[src/rtl/div32_seq_if.sv]
// Handshake and result bundle for the sequential 32-bit divider.
// master = requester (control unit / bench), slave = div32_seq.
interface div32_seq_if;
   logic        start;
   logic        signed_op;
   logic [31:0] dividend;
   logic [31:0] divisor;
   logic        busy;
   logic        done;
   logic [31:0] quotient;
   logic [31:0] remainder;
   logic        div_by_zero;

   modport master (
      output start, signed_op, dividend, divisor,
      input  busy, done, quotient, remainder, div_by_zero
   );

   modport slave (
      input  start, signed_op, dividend, divisor,
      output busy, done, quotient, remainder, div_by_zero
   );
endinterface

[src/rtl/div32_seq.sv]
// Sequential 32-bit restoring divider, one trial subtraction per cycle.
// Optional signed (truncating) division is enabled by defining DIV_SIGNED_EN.
//
// state  | meaning
// IDLE   | waiting for start; operands latched on the accepting edge
// RUN    | 32 shift/trial-subtract iterations
// ZERO   | one-cycle divide-by-zero completion
module div32_seq (
   input logic        clk_i,
   input logic        rst_i,
   div32_seq_if.slave bus
);

   typedef enum logic [1:0] {S_IDLE, S_RUN, S_ZERO} state_t;

   state_t      state_q, state_d;
   logic [31:0] dvd_q, dvd_d;
   logic [31:0] dvs_q, dvs_d;
   logic [31:0] rem_q, rem_d;
   logic [5:0]  cnt_q, cnt_d;
   logic [31:0] quo_q, quo_d;
   logic [31:0] rmd_q, rmd_d;
   logic        done_q, done_d;
   logic        dbz_q, dbz_d;
   logic        busy_q;

   logic [32:0] rem_shift;
   logic [32:0] diff;
   logic        qbit;
   logic [31:0] quo_raw;
   logic [31:0] rem_next;
   logic        div_zero;

   assign div_zero = (bus.divisor == 32'd0);

`ifdef DIV_SIGNED_EN
   logic neg_quo_q, neg_quo_d;
   logic neg_rem_q, neg_rem_d;
   logic sgn_a, sgn_b;
   assign sgn_a = bus.signed_op & bus.dividend[31];
   assign sgn_b = bus.signed_op & bus.divisor[31];
`else
   logic signed_op_unused;
   assign signed_op_unused = bus.signed_op;
`endif

   always_ff @(posedge clk_i) begin : p_state
      if (rst_i) state_q <= S_IDLE;
      else       state_q <= state_d;
   end

   always_comb begin : p_next
      state_d = state_q;
      case (state_q)
         S_IDLE:  if (bus.start) state_d = div_zero ? S_ZERO : S_RUN;
         S_RUN:   if (cnt_q == 6'd31) state_d = S_IDLE;
         S_ZERO:  state_d = S_IDLE;
         default: state_d = S_IDLE;
      endcase
   end

   // Dividend register doubles as the quotient shift register.
   assign rem_shift = {rem_q, dvd_q[31]};
   assign diff      = rem_shift - {1'b0, dvs_q};
   assign qbit      = ~diff[32];
   assign quo_raw   = {dvd_q[30:0], qbit};
   assign rem_next  = qbit ? diff[31:0] : rem_shift[31:0];

   always_comb begin : p_out
      dvd_d  = dvd_q;
      dvs_d  = dvs_q;
      rem_d  = rem_q;
      cnt_d  = cnt_q;
      quo_d  = quo_q;
      rmd_d  = rmd_q;
      dbz_d  = dbz_q;
      done_d = 1'b0;
`ifdef DIV_SIGNED_EN
      neg_quo_d = neg_quo_q;
      neg_rem_d = neg_rem_q;
`endif
      case (state_q)
         S_IDLE: begin
            if (bus.start) begin
               rem_d = 32'd0;
               cnt_d = 6'd0;
`ifdef DIV_SIGNED_EN
               neg_quo_d = sgn_a ^ sgn_b;
               neg_rem_d = sgn_a;
               dvs_d     = sgn_b ? (32'd0 - bus.divisor) : bus.divisor;
               // Divide-by-zero returns the dividend untouched, so keep its raw form.
               dvd_d     = (sgn_a && !div_zero) ? (32'd0 - bus.dividend) : bus.dividend;
`else
               dvs_d = bus.divisor;
               dvd_d = bus.dividend;
`endif
            end
         end
         S_RUN: begin
            rem_d = rem_next;
            dvd_d = quo_raw;
            cnt_d = cnt_q + 6'd1;
            if (cnt_q == 6'd31) begin
`ifdef DIV_SIGNED_EN
               quo_d = neg_quo_q ? (32'd0 - quo_raw)  : quo_raw;
               rmd_d = neg_rem_q ? (32'd0 - rem_next) : rem_next;
`else
               quo_d = quo_raw;
               rmd_d = rem_next;
`endif
               dbz_d  = 1'b0;
               done_d = 1'b1;
            end
         end
         S_ZERO: begin
            quo_d  = 32'hFFFF_FFFF;
            rmd_d  = dvd_q;
            dbz_d  = 1'b1;
            done_d = 1'b1;
         end
         default: ;
      endcase
   end

   always_ff @(posedge clk_i) begin : p_regs
      if (rst_i) begin
         dvd_q  <= 32'd0;
         dvs_q  <= 32'd0;
         rem_q  <= 32'd0;
         cnt_q  <= 6'd0;
         quo_q  <= 32'd0;
         rmd_q  <= 32'd0;
         dbz_q  <= 1'b0;
         done_q <= 1'b0;
         busy_q <= 1'b0;
`ifdef DIV_SIGNED_EN
         neg_quo_q <= 1'b0;
         neg_rem_q <= 1'b0;
`endif
      end else begin
         dvd_q  <= dvd_d;
         dvs_q  <= dvs_d;
         rem_q  <= rem_d;
         cnt_q  <= cnt_d;
         quo_q  <= quo_d;
         rmd_q  <= rmd_d;
         dbz_q  <= dbz_d;
         done_q <= done_d;
         busy_q <= (state_d != S_IDLE);
`ifdef DIV_SIGNED_EN
         neg_quo_q <= neg_quo_d;
         neg_rem_q <= neg_rem_d;
`endif
      end
   end

   assign bus.busy        = busy_q;
   assign bus.done        = done_q;
   assign bus.quotient    = quo_q;
   assign bus.remainder   = rmd_q;
   assign bus.div_by_zero = dbz_q;

endmodule

[src/flat_wrapper.sv]
// flat-port wrapper written by rule: the top's interface ports become plain ports
module div32_seq_flat 
  (clk_i, rst_i, bus_start, bus_signed_op, bus_dividend, bus_divisor, bus_busy, bus_done, bus_quotient, bus_remainder, bus_div_by_zero);
  div32_seq_if bus_i ();
  input logic clk_i;
  input logic rst_i;
  input wire logic [$bits(bus_i.start)-1:0] bus_start;
  input wire logic [$bits(bus_i.signed_op)-1:0] bus_signed_op;
  input wire logic [$bits(bus_i.dividend)-1:0] bus_dividend;
  input wire logic [$bits(bus_i.divisor)-1:0] bus_divisor;
  output wire logic [$bits(bus_i.busy)-1:0] bus_busy;
  output wire logic [$bits(bus_i.done)-1:0] bus_done;
  output wire logic [$bits(bus_i.quotient)-1:0] bus_quotient;
  output wire logic [$bits(bus_i.remainder)-1:0] bus_remainder;
  output wire logic [$bits(bus_i.div_by_zero)-1:0] bus_div_by_zero;
  assign bus_i.start = bus_start;
  assign bus_i.signed_op = bus_signed_op;
  assign bus_i.dividend = bus_dividend;
  assign bus_i.divisor = bus_divisor;
  assign bus_busy = bus_i.busy;
  assign bus_done = bus_i.done;
  assign bus_quotient = bus_i.quotient;
  assign bus_remainder = bus_i.remainder;
  assign bus_div_by_zero = bus_i.div_by_zero;
  div32_seq u_core (.clk_i(clk_i), .rst_i(rst_i), .bus(bus_i));
endmodule
[config.mk]
export PLATFORM = sky130hd
export DESIGN_NAME = div32_seq_flat
export DESIGN_NICKNAME = d
export VERILOG_FILES = /design/src/rtl/div32_seq_if.sv /design/src/rtl/div32_seq.sv /design/src/flat_wrapper.sv
export SDC_FILE = /design/constraint.sdc
export NUM_CORES = 1
export LEC_CHECK = 0
export CORE_ASPECT_RATIO = 1.75
export CORE_MARGIN = 8
export CORE_UTILIZATION = 58
export CTS_BUF_LIST = sky130_fd_sc_hd__clkbuf_16
export DETAILED_ROUTE_END_ITERATION = 8
export HOLD_SLACK_MARGIN = 0.1
export PLACE_DENSITY_LB_ADDON = 0.15
export SLEW_MARGIN = 20
export SYNTH_ARGS = -nofsm -noshare
export SYNTH_HDL_FRONTEND = slang
export SYNTH_SLANG_ARGS = --single-unit
[constraint.sdc]
create_clock -name clk_i -period 5.3 [get_ports clk_i]
set_input_delay 1.325 -clock clk_i [delete_from_list [all_inputs] [get_ports clk_i]]
set_output_delay 1.325 -clock clk_i [all_outputs]
set_load 0.05 [all_outputs]
# Word-level counts from Yosys, hierarchy flattened
# Cells that the tools add are included.
# op_classes
addsub	2
mul	0
div	0
n_lt_le_gt_ge	0
eq_ne	5
shift	0
n_mux	19
bitwise	1
reduce_logical	8
# ops
cell	count
$pmux W32 S2	4
$mux W32	5
$sub A33 B32 Y33	1
$logic_not A32 Y1	1
$pmux W6 S2	1
$add A6 B1 Y6 const B	1
$eq A6 B5 Y1 const B	1
$mux W2	3
$mux W6	1
$reduce_and A2 Y1	3
$reduce_bool A2 Y1	3
$pmux W1 S2	2
$pmux W2 S2	1
$eq A2 B1 Y1 const B	1
$eq A2 B2 Y1 const B	1
$logic_not A2 Y1	1
$mux W1	2
$ne A2 B1 Y1 const B	1
$ne A2 B2 Y1 const B	1
$not A1 Y1	1
# totals
regBits	171
latchBits	0
ram_bits	0
romBits	0
in_bits	68
out_inout_bits	67
elab_cells	45
n_memories	0

# Longest topological paths before layout
# Gate-level depths: netlist of run 1.
# depth
depth_word	5
mapped_depth	15
mapped_depth_nobuf	13

# Worst setup path after synthesis of run 1
# OpenSTA, ideal clock, no wires.
# synth_path
path_kind	register to register
start	reg u_core.dvd_q[31]
end	reg u_core.rmd_q[15], in the netlist u_core.bus.remainder[15]
setup_time_ns	0.134
arrival_time_ns	2.818
required_ns	5.166
slack_ns	2.349
path_stages_with_launch	15
n_path_buf	2
period_less_slack_ns	2.951
cell_sequence	dfxtp_1 -> inv_1 -> ha_1 -> inv_1 -> fa_1 -> a211oi_2 -> o211ai_1 -> a21oi_4 -> o31ai_4 -> a211oi_4 -> xnor2_2 -> buf_6 -> buf_2 -> mux2i_1 -> o22ai_1
# synth_between
elab_chain_cells	4
# synth_lines
item	line	text
start: declaration	div32_seq.sv:17	logic [31:0] dvd_q, dvd_d;
start signal: assignment	div32_seq.sv:141	dvd_q <= dvd_d;
$sub A33 B32 Y33	div32_seq.sv:64	assign diff = rem_shift - {1'b0, dvs_q};
$mux W32	div32_seq.sv:67	assign rem_next = qbit ? diff[31:0] : rem_shift[31:0];
$mux W32	div32_seq.sv:103	if (cnt_q == 6'd31) begin
$pmux W32 S2	div32_seq.sv:82	case (state_q)
end signal: assignment	div32_seq.sv:146	rmd_q <= rmd_d;
end: declaration	div32_seq.sv:22	logic [31:0] rmd_q, rmd_d;
# No other way between the ends. The select of a mux whose other input is x is not followed.
# A chain may end at the register's enable or synchronous reset.

# Final worst setup path of run 1
# layout_path
start	reg u_core.dvd_q[31]
end	reg u_core.rmd_q[0], in the netlist u_core.bus.remainder[0]
# layout_between
elab_chain_cells	4
# layout_lines
item	line
$sub A33 B32 Y33	div32_seq.sv:64
$mux W32 (*)	div32_seq.sv:67
$mux W32 (*)	div32_seq.sv:103
$pmux W32 S2 (*)	div32_seq.sv:82
# Every way passes the cells marked *; elsewhere a longest branch is shown, timed or not. The select of a mux whose other input is x is not followed.

==> metrics.md, run 1 <==
| Metric | Value |
|---|---|
| Critical path class | reg -> reg |
| Yosys top cell by area | dfxtp_1 |
| Fin nets | 1226 |
| Crit. Startpoint | u_core.dvd_q[31] |
| Sw power | 883 uW |
| Reg2reg start | u_core.dvd_q[31] |
| Routed WL | 23400 um |
| Gpl congestion | 0.921 |
| MaxCap Viol Count | 0 |
| Worst-path clk slew | 70 ps |
| Iteration-0 DRC Markers | 377 |
| RSZ-0062 raised after global routing | no |
| Most common cell in the netlist | dfxtp_1 |
| Required time worst endpoint | 5630 ps |
| Slew Limit Fails | 0 |
| EDFF count, synth | 0 |
| H-tree depth | 4 |
| Final setup violation count | 0 |
| Number of distinct library cells after synthesis | 59 |
| Worst setup EP type | flop |
| Tot GR Track Use | 0.250 |
| Setup bufs post-CTS | 0 |
| Setup slack, reg-to-reg | 1370 ps |
| Clock Power Share | 0.409 |
| Top cells by area, synth | dfxtp_1, mux2i_1, nand2_1 |
| Period minus WS final | 3930 ps |
| Die ar. | 18900 sq um |
| DRC errors left | 0 |
| Vias | 7762 |
| Logic pwr share | 0.147 |
| Avg Vias per Cell | 5.91 |
| IO Count | 135 |
| Setup WS pre-CTS | 1370 ps |
| CTS tree | yes |
| Static leakage | 0.00390 uW |
| VDD IR max | 240 uV |
| Top-area cell type share of the netlist area | 0.404 |
| Hold Crit Class | reg -> reg |
| Resized Gates After CTS | 0 |
| Iteration count of the initial detailed-routing pass | 5 |
| Post-synth top cells | dfxtp_1, nand2_1, nor2_1, a21oi_1, o22ai_1 |
| Worst setup SP type | flop |
| Post-synth net total | 1132 |
| Total Neg Setup Slack | 0 ps |
| Cell area after synthesis | 8480 sq um |
| Clock latency on the worst-skew pair | 430 ps |
| Core box area | 14400 sq um |
| Worst Reg2Reg Path Length in Cells | 14 |
| Yosys warns | 0 |
| Max FO, Critical Path | 33 |
| Reg2Reg Capture Point | u_core.bus.remainder[0] |
| Tcrit/Tclk final | 0.742 |
| Die W | 107 um |
| GR Overflow Total | 0 |
| Crit path capture | u_core.bus.remainder[0] |
| Sw frac | 0.287 |
| Critical path arrival | 4270 ps |
| Least-Margin Pin Slew | 926 ps |
| Gate Count Post-Synth | 1027 |
| Sequential share of power | 0.444 |
| Yosys reg bits | 171 |
| Die Ht | 176 um |
| Number of global-route vias before repair | 7666 |
| Syn avg cell area | 8.26 sq um |
| Relative slew margins | 0.383 |
| First-pass GRT wire length | 38700 um |
| Initial antenna violation count | 0 |
| Pin count of the biggest net entering global routing | 82 |
| Clock Root Buffer | clkbuf_16 |
| Number of hold violations in the final report | 0 |
| IO Port Bufs | 133 |
| Skew final | 18.4 ps |
| Starting density of the core | 0.590 |
| Syn-to-layout area delta | 23.5% |
| P_int | 2190 uW |
| Final worst slack | 1370 ps |
| Ys async rst share | 0 |
| ANT nets after route | 0 |
| Fillers | 1139 |
| Sequential element share of the synthesized area | 0.404 |
| Row count | 58 |
| Pwr per Cell Area | 294 nW/um^2 |
| CTS Buffer Depth | 2 |
| DP HPWL | 16600 um |
| Antenna diode count | 0 |
| Post-CTS Hold Fix Bufs | 0 |
| Drt wl/cell | 17.8 um |
| TritonCTS Sinks | 171 |
| Share of layout cells above drive strength 1 | 0.0494 |
| Ys flop type | dfxtp_1 |
| Outcome | finished clean |
| Total CTS buffers | 17 |
| Fmax | 0.254 GHz |
-- cells in the final DEF (no fill, tap or decap), types with 5 or more instances in the layout --
master,n
a31oi_1,8
clkbuf_16,17
o21a_1,6
a21o_1,16
dfxtp_1,171
or3_1,9
a211oi_1,37
buf_4,12
o211ai_1,5
ha_1,35
nor3_1,6
nand3_1,10
o21ai_0,22
nor4_1,9
inv_1,47
o22ai_1,58
xnor2_1,17
nand4_1,14
xor2_1,8
nand2b_1,6
nor2b_1,9
clkdlybuf4s50_1,132
mux2i_1,48
a21oi_1,75
a22oi_1,30
nor2_1,96
o21ai_1,41
nand2_1,125
-- flip-flops by register name (all words and copies together) (netlist names) --
register                count
u_core.state_q              2
u_core.bus.busy             1
u_core.dvd_q               32
u_core.bus.div_by_zero      1
u_core.cnt_q                6
u_core.bus.done             1
u_core.bus.quotient        32
u_core.bus.remainder       32
u_core.rem_q               32
u_core.dvs_q               32
-- area by class of cell --
type,instances,area (sq um),area share
clock inverters,15,173,0.0165
repair buffers,144,1410,0.135
inverters,47,176,0.0168
multi-input cells,740,4640,0.443
clock buffers,17,425,0.0406
well taps,180,225,0.0215
flip-flops and latches,171,3420,0.327
-- per-layer routing --
layer  track usage  vias to the layer above  wire length (um)
met2         0.415                      236             11600
li1              -                     3888                 -
met5             0                        -                 0
met4        0.0925                        0               489
met1         0.299                     3606              9720
met3        0.0694                       32              1600
-- critical path, stage by stage, from the launching register on --
cell	delay [ps]
dfxtp_1	320
inv_1	120
ha_1	190
inv_1	60
fa_1	430
a211oi_2	240
o211ai_1	180
a21oi_4	280
o31ai_4	130
a211oi_4	410
xnor2_4	350
buf_4	490
mux2i_1	290
mux2i_1	100
a211oi_1	210
-- logic make-up (layout without fill, tap and decap cells) --
kind of cell | after synthesis | in the layout | share of synthesized area
AO/OA/AOI/OAI | 331 | 331 | 0.250
buffers and inverters | 116 | 223 | 0.0532
AND/OR/NAND/NOR | 298 | 298 | 0.154
multiplexers | 48 | 48 | 0.0566
adder cells (fa/ha/maj) | 37 | 37 | 0.0555
flip-flops | 171 | 171 | 0.404
XOR/XNOR | 26 | 26 | 0.0277
-- power groups by stage --
stage | Sequential, uW | Clock [uW] | Combinational (uW)
after floorplan | 1380 | 0 | 317
after global placement | 1390 | 0 | 439
after CTS | 1370 | 1280 | 449
final | 1370 | 1260 | 451
after global routing | 1370 | 1340 | 497
after detailed placement | 1400 | 0 | 443
-- how the worst min path moves through the flow --
stage,from,end,depth (start not counted)
CTS,u_core.dvs_q[20],u_core.dvs_q[20],2
global route,u_core.dvs_q[14],u_core.dvs_q[14],2
detailed placement,u_core.dvs_q[12],u_core.dvs_q[12],2
finish,u_core.dvs_q[14],u_core.dvs_q[14],2
floorplan,u_core.dvs_q[10],u_core.dvs_q[10],2
global placement,u_core.dvs_q[27],u_core.dvs_q[27],2
-- metrics by stage --
step | area, sq um | total power, uW | utilization | cells | hold WS (ps)
3_3_place_gp | 9880 | 1830 | 0.687 | 1282 | 443
2_1_floorplan | 8480 | 1700 | - | 1027 | 436
4_1_cts | 10500 | 3090 | 0.729 | 1314 | 459
5_1_grt | 10500 | 3210 | 0.729 | 1314 | 472
3_5_place_dp | 9880 | 1840 | 0.687 | 1282 | 450
6_report | 10500 | 3080 | 0.729 | 1314 | 460
Power figures use the tool's default switching activity.
==> inputs of run 2 (changes only) <==
--- a/config.mk
+++ b/config.mk
@@ -7,7 +7,7 @@
 export LEC_CHECK = 0
 export CORE_ASPECT_RATIO = 1.75
 export CORE_MARGIN = 8
-export CORE_UTILIZATION = 58
+export CORE_UTILIZATION = 49
 export CTS_BUF_LIST = sky130_fd_sc_hd__clkbuf_16
 export DETAILED_ROUTE_END_ITERATION = 8
 export HOLD_SLACK_MARGIN = 0.1
==> constraint.sdc (replaced) <==
create_clock -name clk_i -period 3.25 [get_ports clk_i]
set_input_delay 0.8125 -clock clk_i [delete_from_list [all_inputs] [get_ports clk_i]]
set_output_delay 0.8125 -clock clk_i [all_outputs]
set_load 0.05 [all_outputs]
==> run 2 against run 1 <==
  * Global-route usage shrank 2.6 points
  * Clock power grew 52%
  * First-iteration DRC count grew 6.4%
  * Via count grew 0.50%
  * Final area grew 4.7%
  * Routed wire length grew 4.6%
  * Register-to-register slack lost 1300 ps
  * Worst hold slack lost 2.3 ps
==> metrics.md, run 2 (synthesized netlist as in run 1, its figures left out) <==
| Metric | Value |
|---|---|
| Crit path largest cell delay | 400 ps (was 490 ps) |
| Outcome | finished clean (unchanged) |
| H-tree depth | 4 (unchanged) |
| Final setup violation count | 0 (unchanged) |
| Critical path arrival | 3480 ps (was 4270 ps) |
| Hold_ws | 458 ps (was 460 ps) |
| Critical Path, Cell by Cell | inv_2 > ha_4 > inv_1 > fa_2 > a211oi_2 > o211ai_1 > a21oi_4 > o31ai_4 > a211oi_4 > xnor2_4 > buf_6 > buf_12 > mux2i_4 > o22ai_1 (was inv_1 > ha_1 > inv_1 > fa_1 > a211oi_2 > o211ai_1 > a21oi_4 > o31ai_4 > a211oi_4 > xnor2_4 > buf_4 > mux2i_1 > mux2i_1 > a211oi_1) |
| Reg2Reg Capture Point | u_core.bus.remainder[15] (was u_core.bus.remainder[0]) |
| Iteration-0 DRC Markers | 401 (was 377) |
| Worst-path clk slew | 60 ps (was 70 ps) |
| Pwr per Cell Area | 455 nW/um^2 (was 294 nW/um^2) |
| Worst Reg2Reg Path Length in Cells | 14 (unchanged) |
| Required time worst endpoint | 3540 ps (was 5630 ps) |
| Number of hold violations in the final report | 0 (unchanged) |
| Avg Vias per Cell | 5.60 (was 5.91) |
| Max FO, Critical Path | 12 (was 33) |
| Die ar. | 21900 sq um (was 18900 sq um) |
| Setup slack, reg-to-reg | 60 ps (was 1370 ps) |
| Period minus WS final | 3190 ps (was 3930 ps) |
| Fmax | 0.313 GHz (was 0.254 GHz) |
| DP HPWL | 17900 um (was 16600 um) |
| Tot GR Track Use | 0.225 (was 0.250) |
| CTS tree | yes (unchanged) |
| Antenna diode count | 0 (unchanged) |
| VDD IR max | 405 uV (was 240 uV) |
| HP Start | u_core.dvs_q[13] (was u_core.dvs_q[14]) |
| Die W | 115 um (was 107 um) |
| DRC errors left | 0 (unchanged) |
| Clock latency on the worst-skew pair | 430 ps (about the same) |
| Static leakage | 0.00409 uW (was 0.00390 uW) |
| Worst path slowest cell | fa_2 (was buf_4) |
| TritonCTS Sinks | 171 (unchanged) |
| Share of layout cells above drive strength 1 | 0.0893 (was 0.0494) |
| Commonest non-fill, non-tap cells in the layout | dfxtp_1, clkdlybuf4s50_1, nand2_1, nor2_1, a21oi_1 (unchanged) |
| Clock Root Buffer | clkbuf_16 (unchanged) |
| IO Count | 135 (unchanged) |
| Reg2reg start | u_core.dvd_q[31] (unchanged) |
| Critical path class | reg -> reg (unchanged) |
| WL met1 | 10300 um (was 9720 um) |
| Hold worst-path end | u_core.dvs_q[13] (was u_core.dvs_q[14]) |
| Row count | 63 (was 58) |
| Pin count of the biggest net entering global routing | 84 (was 82) |
| Initial antenna violation count | 0 (unchanged) |
| Syn-to-layout area delta | 29.3% (was 23.5%) |
| First-pass GRT wire length | 39400 um (was 38700 um) |
| Post-CTS Hold Fix Bufs | 0 (unchanged) |
| Starting density of the core | 0.501 (was 0.590) |
| RSZ-0062 raised after global routing | yes (was no) |
| DP Cell Count | 1352 (was 1282) |
| Number of global-route vias before repair | 7782 (was 7666) |
| Met2 wire length | 12200 um (was 11600 um) |
| Tcrit/Tclk final | 0.983 (was 0.742) |
| Hold Path Depth | 2 (unchanged) |
| Slew Limit Fails | 0 (unchanged) |
| Routed wl met3 | 1490 um (was 1600 um) |
| ANT nets after route | 0 (unchanged) |
| Worst setup SP type | flop (unchanged) |
| Total CTS buffers | 17 (unchanged) |
| Final Power | 4990 uW (was 3080 uW) |
| Hold Crit Class | reg -> reg (unchanged) |
| Iteration count of the initial detailed-routing pass | 5 (unchanged) |
| Top Layer Used | met4 (unchanged) |
| Finished Layout Cells | 1392 (was 1314) |
| Least-Margin Pin Slew | 630 ps (was 926 ps) |
| Core box area | 16900 sq um (was 14400 sq um) |
| Fin nets | 1258 (was 1226) |
| IO Port Bufs | 133 (unchanged) |
| Skew final | 11.3 ps (was 18.4 ps) |
| Worst setup EP type | flop (unchanged) |
| Routed WL | 24500 um (was 23400 um) |
| Relative slew margins | 0.569 (was 0.383) |
| Vias | 7801 (was 7762) |
| CTS Buffer Depth | 2 (unchanged) |
| Die Ht | 190 um (was 176 um) |
| GR Overflow Total | 0 (unchanged) |
| MaxCap Viol Count | 0 (unchanged) |
| Commonest non-fill, non-tap cell in the layout | dfxtp_1 (unchanged) |
| Drt wl/cell | 17.6 um (was 17.8 um) |
| Gpl congestion | 0.920 (was 0.921) |
==> run 2: power breakdown <==
part           leakage (uW)  internal (uW)  switching, uW
registers           0.00139           2170           66.7
clock network      0.000276           1100            809
logic               0.00242            384            461
==> run 2: worst max path at each step <==
| stage | from | cells past startpoint | slack, ps | end |
|---|---|---|---|---|
| 2_1_floorplan | u_core.dvd_q[31] | 14 | 300 | u_core.bus.remainder[15] |
| 3_3_place_gp | u_core.dvd_q[31] | 13 | 5 | u_core.bus.remainder[15] |
| 6_report | u_core.dvd_q[31] | 14 | 60 | u_core.bus.remainder[15] |
| 4_1_cts | u_core.dvd_q[31] | 14 | -20 | u_core.bus.remainder[0] |
| 5_1_grt | u_core.dvd_q[31] | 15 | -80 | u_core.bus.remainder[3] |
| 3_5_place_dp | u_core.dvd_q[31] | 13 | -40 | u_core.bus.remainder[15] |
==> run 2: cell type report <==
cell class	instances	area (sq um)
Clock buffer	17	425
Inverter	47	176
Clock inverter	14	116
Fill cell	1438	5980
Timing Repair Buffer	176	1730
Tap cell	227	284
Sequential cell	171	3430
Multi-Input combinational cell	740	4810
==> run 2: timing repair <==
item                       4_1_cts  5_1_grt
setup endpoints to repair       12       61
setup buffers                    5        3
pin swaps                        3       11
gates resized for setup          5       36
cloned                           1        0
==> run 2: metrics by stage <==
| step | area (sq um) | setup WS [ps] | utilization | setup TNS, ps |
|---|---|---|---|---|
| finish | 11000 | 56.5 | 0.647 | 0 |
| global route | 11000 | -76.1 | 0.647 | -1220 |
| CTS | 10800 | -19.7 | 0.636 | -45.5 |
| floorplan | 8480 | 299 | - | 0 |
| global placement | 10100 | 4.77 | 0.599 | 0 |
| detailed placement | 10100 | -36.6 | 0.599 | -98.3 |
==> run 2: layer usage <==
metal  GRT usage  up-vias
met5           0        -
met3      0.0619       36
met4      0.0859        0
met2       0.378      176
met1       0.262     3650
li1            -     3939
==> run 2: critical path: cells and delay by family (launching register included) <==
kind                     cells  cell delay, ps
AO/OA/AOI/OAI                6            1290
multiplexers                 1             260
flip-flops                   1             320
buffers and inverters        4             450
XOR/XNOR                     1             170
adder cells (fa/ha/maj)      2             540
